`config.mk`:
```
export PLATFORM = sky130hd
export DESIGN_NAME = mul_acc
export DESIGN_NICKNAME = d
export VERILOG_FILES = /design/src/rtl/mul_acc.sv
export SDC_FILE = /design/constraint.sdc
export NUM_CORES = 2
export LEC_CHECK = 0
export CAP_MARGIN = 5
export CORE_MARGIN = 2
export CORE_UTILIZATION = 47
export CTS_CLUSTER_SIZE = 24
export DETAILED_ROUTE_END_ITERATION = 8
export PLACE_DENSITY = 0.68
export SYNTH_ARGS = -nofsm -noshare
export SYNTH_HDL_FRONTEND = slang
export SYNTH_SLANG_ARGS = --single-unit
export TNS_END_PERCENT = 10
```
`constraint.sdc`:
```
create_clock -name clk -period 13.7 [get_ports clk]
set_clock_uncertainty 0.15 [all_clocks]
set_input_delay 3.425 -clock clk [delete_from_list [all_inputs] [get_ports clk]]
set_output_delay 3.425 -clock clk [all_outputs]
set_load 0.02 [all_outputs]
```
`src/rtl/mul_acc.sv`:
```
// mul_acc: iterative multiply/accumulate unit owning the HI/LO accumulator pair
module mul_acc #(
  parameter int BPC = 8
) (
  input  logic        clk,
  input  logic        rst,
  input  logic        En,
  input  logic        ALUOp,
  input  logic        MULOp,
  input  logic [5:0]  Func,
  input  logic        MULSelB,
  input  logic        Flush,
  input  logic [31:0] A,
  input  logic [31:0] B,
  output logic [31:0] Result,
  output logic        Busy,
  output logic        Done
);
  localparam int ITER = 32 / BPC;
  typedef enum logic [1:0] {IDLE, CALC, FIN} state_t;
  typedef enum logic [1:0] {K_MULT, K_MADD, K_MSUB, K_MUL} kind_t;
  state_t state, state_n;
  kind_t kind, kind_d;
  logic [31:0] hi, lo, b_sh, a_abs, b_abs;
  logic [63:0] a_sh, partial, prod, p, acc_n;
  logic [5:0] k;
  logic neg, busy_q, take, multi, sgn;
  logic is_mult, is_multu, is_madd, is_maddu, is_mul, is_msub, is_msubu;
  logic is_mfhi, is_mflo, is_mthi, is_mtlo;
  assign is_mult  = ALUOp & (Func == 6'h18);
  assign is_multu = ALUOp & (Func == 6'h19);
  assign is_mfhi  = ALUOp & (Func == 6'h10);
  assign is_mthi  = ALUOp & (Func == 6'h11);
  assign is_mflo  = ALUOp & (Func == 6'h12);
  assign is_mtlo  = ALUOp & (Func == 6'h13);
  assign is_madd  = MULOp & (Func == 6'h00);
  assign is_maddu = MULOp & (Func == 6'h01);
  assign is_mul   = MULOp & (Func == 6'h02);
  assign is_msub  = MULOp & (Func == 6'h04);
  assign is_msubu = MULOp & (Func == 6'h05);
  assign multi = is_mult | is_multu | is_madd | is_maddu | is_mul | is_msub | is_msubu;
  assign sgn = is_mult | is_madd | is_msub | is_mul;
  assign kind_d = (is_madd | is_maddu) ? K_MADD : (is_msub | is_msubu) ? K_MSUB : is_mul ? K_MUL : K_MULT;
  assign take = (state == IDLE) & En & ~Flush;
  assign a_abs = (sgn & A[31]) ? -A : A;
  assign b_abs = (sgn & B[31]) ? -B : B;
  assign prod = a_sh * {{(64 - BPC){1'b0}}, b_sh[BPC-1:0]};
  assign p = neg ? -partial : partial;
  assign acc_n = kind == K_MADD ? {hi, lo} + p : kind == K_MSUB ? {hi, lo} - p : p;
  assign Done = (state == FIN) & ~Flush;
  assign Busy = busy_q;
  assign Result = (Done & (kind == K_MUL)) ? p[31:0] : (take & is_mfhi) ? hi : (take & is_mflo) ? lo : 32'd0;
  // next state: flush aborts, CALC runs ITER cycles, FIN lasts one cycle
  always_comb begin
    state_n = Flush ? IDLE : (take & multi) ? CALC : (state == CALC && k == 6'(ITER - 1)) ? FIN : (state == FIN) ? IDLE : state;
  end
  // state and registered busy
  always_ff @(posedge clk or posedge rst) begin
    if (rst) begin
      state  <= IDLE;
      busy_q <= 1'b0;
    end else begin
      state  <= state_n;
      busy_q <= state_n != IDLE;
    end
  end
  // operand latch, shift-and-add iteration, HI/LO writeback
  always_ff @(posedge clk or posedge rst) begin
    if (rst) begin
      hi      <= '0;
      lo      <= '0;
      a_sh    <= '0;
      b_sh    <= '0;
      partial <= '0;
      k       <= '0;
      neg     <= 1'b0;
      kind    <= K_MULT;
    end else if (state == IDLE) begin
      if (take & multi) begin
        a_sh    <= {32'd0, a_abs};
        b_sh    <= b_abs;
        neg     <= sgn & (A[31] ^ B[31]);
        kind    <= kind_d;
        partial <= '0;
        k       <= '0;
      end
      if (take & ~MULSelB & is_mthi) hi <= A;
      if (take & ~MULSelB & is_mtlo) lo <= A;
    end else if (state == CALC) begin
      partial <= partial + prod;
      a_sh    <= a_sh << BPC;
      b_sh    <= b_sh >> BPC;
      k       <= k + 6'd1;
    end else if (~Flush & (kind != K_MUL)) begin
      {hi, lo} <= acc_n;
    end
  end
endmodule

```
* Word-level counts from Yosys, hierarchy flattened *
Index checks and enable logic that the tools add are counted.
W data, S select, Z words.

word-level totals
  ROM bits = 0
  memories = 0
  bits in latches = 0
  output and inout bits = 34
  bits in registers = 236
  bits in writable memories = 0
  word-level logic and storage cells = 123
  bits of input ports = 77

cells by class
  multipliers = 1
  order comparisons = 0
  equal/unequal tests = 21
  multiplexer cells = 35
  shifts and indexed selects = 0
  reductions and logical operators = 10
  divide/modulo/power cells = 0
  $add $sub $neg = 7
  bitwise operators = 39

operator list
  operator               number
  $mux W64               9
  $mux W32               16
  $add A64 B64 Y64       2
  $mul A64 B8 Y64        1
  $neg A32 Y32           2
  $neg A64 Y64           1
  $sub A64 B64 Y64       1
  $eq A6 B5 Y1 const B   6
  $and A1 B1 Y1          25
  $mux W6                3
  $mux W2                7
  $eq A6 B2 Y1 const B   2
  $eq A6 B3 Y1 const B   2
  $or A1 B1 Y1           11
  $add A6 B1 Y6 const B  1
  $eq A2 B2 Y1 const B   3
  $eq A6 B1 Y1 const B   1
  $logic_not A6 Y1       1
  $ne A2 B1 Y1 const B   3
  $reduce_and A3 Y1      2
  $reduce_bool A2 Y1     3
  $eq A2 B1 Y1 const B   2
  $ne A2 B2 Y1 const B   2
  $reduce_and A2 Y1      2
  other kinds (4)        5

* Depth between registers and ports, before layout *
  depth in word-level cells = 12
  depth in mapped cells = 24
  mapped depth without buffers = 22

* Least setup slack after synthesis *
No wires, ideal clock.

  path kind = input to output
  start = input port Flush
  end = output port Result[10]
  required time = 10.125 ns
  path slack = 5.301 ns
  path buffers = 2
  stages = 6
  arrival time = 4.824 ns
  cell sequence = nand2b_1 clkbuf_1 nor2_1 nand2_1 buf_1 o22ai_1

between the ends
  elaborated cells on any way between the ends = 9
  those cells by class = mux: 3; bitwise: 6

RTL lines
  element          line  text
  start, declared  12    input logic Flush,
  $not A1 Y1       50    assign Done = (state == FIN) & ~Flush;
  $and A1 B1 Y1    50
  net Done         17    output logic Done
  $and A1 B1 Y1    52    assign Result = (Done & (kind == K_MUL)) ? p[31:0] : (take & is_mfhi) ? hi : (take & is_mflo) ? lo : 32'd0;
  $mux W32         52
  end, declared    15    output logic [31:0] Result,

The timed path passes the listed nets, and every way through them passes these cells.

* Worst setup path in the final report *
  start = input port Flush
  end = output port Result[4]

between the ends
  longest elaborated chain between the ends = 6
  elaborated cells on any way between the ends = 9
  those cells by class = mux: 3; bitwise: 6

ends and longest elaborated chain
  element                 line    text
  $not A1 Y1 (*)          44, 50
  $and A1 B1 Y1           44      assign take = (state == IDLE) & En & ~Flush;
  $and A1 B1 Y1           52
  $mux W32 (2 in series)  52
  $mux W32 (*)            52

Mark *: on every way between the ends. The rest lies on a longest branch, timed or not.

==> results by group <==
Run status
  • Status: completed

Run
  • Max_cap viols: 0

Setup path
  • Reg2reg end: hi[24]$_DFFE_PP0P_
  • Worst reg2reg path startpoint: partial[8]$_DFFE_PP0P_
  • FF-to-FF setup slack: ~6000 ps
  • CP Capture Type: output port
  • WP data arrival: between 6000 and 7000 ps
  • Setup CP Type: input pin to output port
  • CP max FO: 32
  • Worst path required time: about 10,000 ps
  • Critical path launch point type: input pin
  • Cells on worst reg2reg path: 19

Clock tree
  • H-tree levels: 2
  • TritonCTS clock tree: built
  • Clk pin slew, worst setup/hold paths: ~60 ps
  • Max Root-Sink Buffers: 3
  • Clock latency on the worst-skew pair: between 500 and 600 ps
  • Cts bufs inserted: 35
  • Root Buffer: clkbuf_16
  • Clk sinks: 236
  • # resized after CTS: 0
  • Cts hold-fix bufs: 0
  • Setup repair bufs after CTS: 0

Layout
  • Reg area: 5920 um^2
  • Filler cell count in the final layout: approximately 8,000
  • Share of layout cells above drive strength 1: under 10%
  • Multi-input gate area: about 29,000 um^2
  • Fin cells: a little under 6,000
  • Area Overhead vs Synth: 7.58%
  • Core Util, Final: 51.0%
  • Final nets: 5,556

Global routing
  • Met1 capacity usage during global routing: a little under half
  • Vias in the first global route: 36,600
  • Pin count of the biggest net entering global routing: 84
  • Initial antenna violation count: 4
  • GRT overflow: 0
  • First-pass GRT wire length: 229 mm
  • Grt met2 use: a little under three fifths
  • All-layer global routing usage: between 30% and 40%
  • GR Util met3: 7.42%
  • Most crowded layer after global routing: met2

Hold path
  • Hold Path Class: flop to flop
  • Hold Crit Endpoint: b_sh[8]$_DFFE_PP0P_
  • Worst hold start: b_sh[8]$_DFFE_PP0P_
  • Worst Hold Depth: 2

Floorplanning
  • Die area: ~85,000 um^2
  • Die Ht: between 200 and 300 um
  • Core box area: slightly above 80,000 um^2
  • Die width: about 290 um
  • Starting Density: a little under half
  • I/O pins: around 110
  • # rows: about 110

Synthesis
  • Yosys warns: 0
  • Syn_area_per_cell: 7.79 um^2
  • Post-Synth XOR/XNOR Area: under 10%
  • Synth Area in Adders: ~28%
  • Post-synthesis simple-gate area fraction: between 10% and 20%
  • Compound-Gate Fraction of Synth Area: between 20 and 25%
  • Cell count after synthesis: between 4,000 and 5,000
  • EDFF count, synth: 0
  • #FFs+latches synth: between 200 and 250
  • Top cell type by total area after synthesis: fa_1
  • Ranking of synthesized cells by area: fa_1 (21%), dfrtp_1 (15%), ha_1 (6.5%)
  • Net Count, Synth: between 5,000 and 6,000
  • Mapped Area: roughly 39,000 um^2
  • Post-synthesis cell type count: 85
  • Mux cell area share after synthesis: approximately 1.1%
  • Largest family of logic cells by synthesized area: adder cells
  • Post-synthesis sequential area ratio: ~15%
  • Most used DFF post-synth: dfrtp_1
  • Post-synth top area share: a little over a fifth
  • Synth async-reset ratio: 100%

Placed design
  • DP Cell Count: ~6,000
  • Post-detail-place hpwl: about 120 mm
  • # port buffers: 110
  • Placer Congestion: between 1 and 1.5

STA
  • Fin. Hold Viols: 0
  • Slew margin rel.: 1.41%
  • Slew @ Worst Pin: between 1000 and 1500 ps
  • Tmin final: around 10,000 ps
  • Final TNS setup: 0 ps
  • Final setup viols: 0
  • WHS: around 330 ps
  • Unrepaired setup endpoints after global routing: false
  • Crit share post-route: ~74%
  • Max Slew Vio Count: 0
  • Fmax: around 98 MHz

Detailed routing
  • Detail-routed via count per cell: between 6 and 7
  • Final WL: ~150 mm
  • Post-DR wirelength/cell: between 20 and 30 um
  • Via count: ~37,000
  • DRC errors left: 0
  • Drt first pass iters: 6
  • Detailed Route Iter0 Violations: between 3,000 and 4,000
  • DRT antenna net count: 0
logic make-up after synthesis:
kind of cell,count (synthesis)
and+or+nand+nor,1553
AOI/OAI and AO/OA,1332
buffers and inverters,984
adders and majority gates,615
DFF,236
xor gates and xnor gates,222
muxes,41
sequential cells by signal, indices dropped and copies added, names as in the netlist:
register	count
Busy	1
a_sh	64
b_sh	32
hi	32
k	6
kind	2
lo	32
neg	1
partial	64
state	2
per-layer routing:
| metal | up-vias | part of all wire (%) | wire [um] |
|---|---|---|---|
| li1 | 16500 | - | - |
| met1 | 18500 | 39 | 59300 |
| met2 | 1889 | 45 | 67600 |
| met3 | 434 | 9.9 | 14900 |
| met4 | 4 | 5.9 | 8900 |
| met5 | - | 0.020 | 30 |
cell usage in the layout (no fill, tap or decap), types with 26 or more instances in the layout:
cell,instances
a31oi_1,46
a21oi_1,346
fa_1,412
buf_4,58
clkdlybuf4s50_1,109
clkbuf_16,36
nor3_1,61
xor2_1,82
o22ai_1,81
o21a_1,26
nor2b_1,29
nand3_1,106
and2_1,348
inv_1,654
nand2b_1,26
nor2_1,299
a21o_1,55
o31ai_1,78
or3_1,35
a211oi_1,36
mux2i_1,40
nand2_1,483
nand4_1,37
nor4_1,31
dfrtp_1,226
ha_1,203
o21ai_0,363
xnor2_1,140
and3_1,27
a221oi_1,29
o21bai_1,46
worst max-delay path by stage:
stage	slack, ps	to	from
floorplan	3650	Busy$_DFF_PP0_	rst
global placement	3580	Result[4]	Flush
detailed placement	3530	Result[4]	Flush
CTS	3520	Result[4]	Flush
global route	3360	Result[4]	Flush
finish	3510	Result[4]	Flush
critical path, stage by stage:
cell and delay (ps):
clkdlybuf4s50_1 480, nand2b_1 170, buf_4 220, nor2_1 180, nand2_1 730, o22ai_1 670, clkdlybuf4s50_1 710
layout make-up:
cell class | count | share of cell area [%]
inverters | 660 | 5.95
multi-input cells | 3763 | 70.1
clock inverters | 17 | 0.543
clock buffers | 47 | 2.35
diodes | 2 | 0.0120
flip-flops and latches | 236 | 14.2
repair buffers | 168 | 3.67
well taps | 1070 | 3.21
cells in the mapped netlist (11+ instances only):
cell and n:
inv_1 656, nand2_1 485, fa_1 412, o21ai_0 363, and2_1 348, a21oi_1 347
nor2_1 304, clkbuf_1 264, dfrtp_1 236, ha_1 203, xnor2_1 140, nand3_1 106
xor2_1 82, o22ai_1 81, o31ai_1 78, nor3_1 61, a21o_1 55, buf_1 52
a31oi_1 47, o21bai_1 46, mux2i_1 40, nand4_1 37, a211oi_1 36, or3_1 35
nor4_1 31, nor2b_1 30, a221oi_1 29, and3_1 27, nand2b_1 27, o21a_1 26
o211ai_1 24, o41ai_1 21, or4_1 18, or2_2 14, a221o_1 13, o311ai_0 12
a2111oi_0 11, a22o_1 11, o221ai_1 11
per-stage QoR:
step / worst slack [ps] / cell area [um^2]
after floorplan: 3650 / 38800
after global placement: 3580 / 40500
after detailed placement: 3530 / 40500
after CTS: 3520 / 41700
after global routing: 3360 / 41700
final: 3510 / 41700
Power is not shown: default switching activity piles up to over one toggle a cycle in this logic, so the estimate is an artifact.
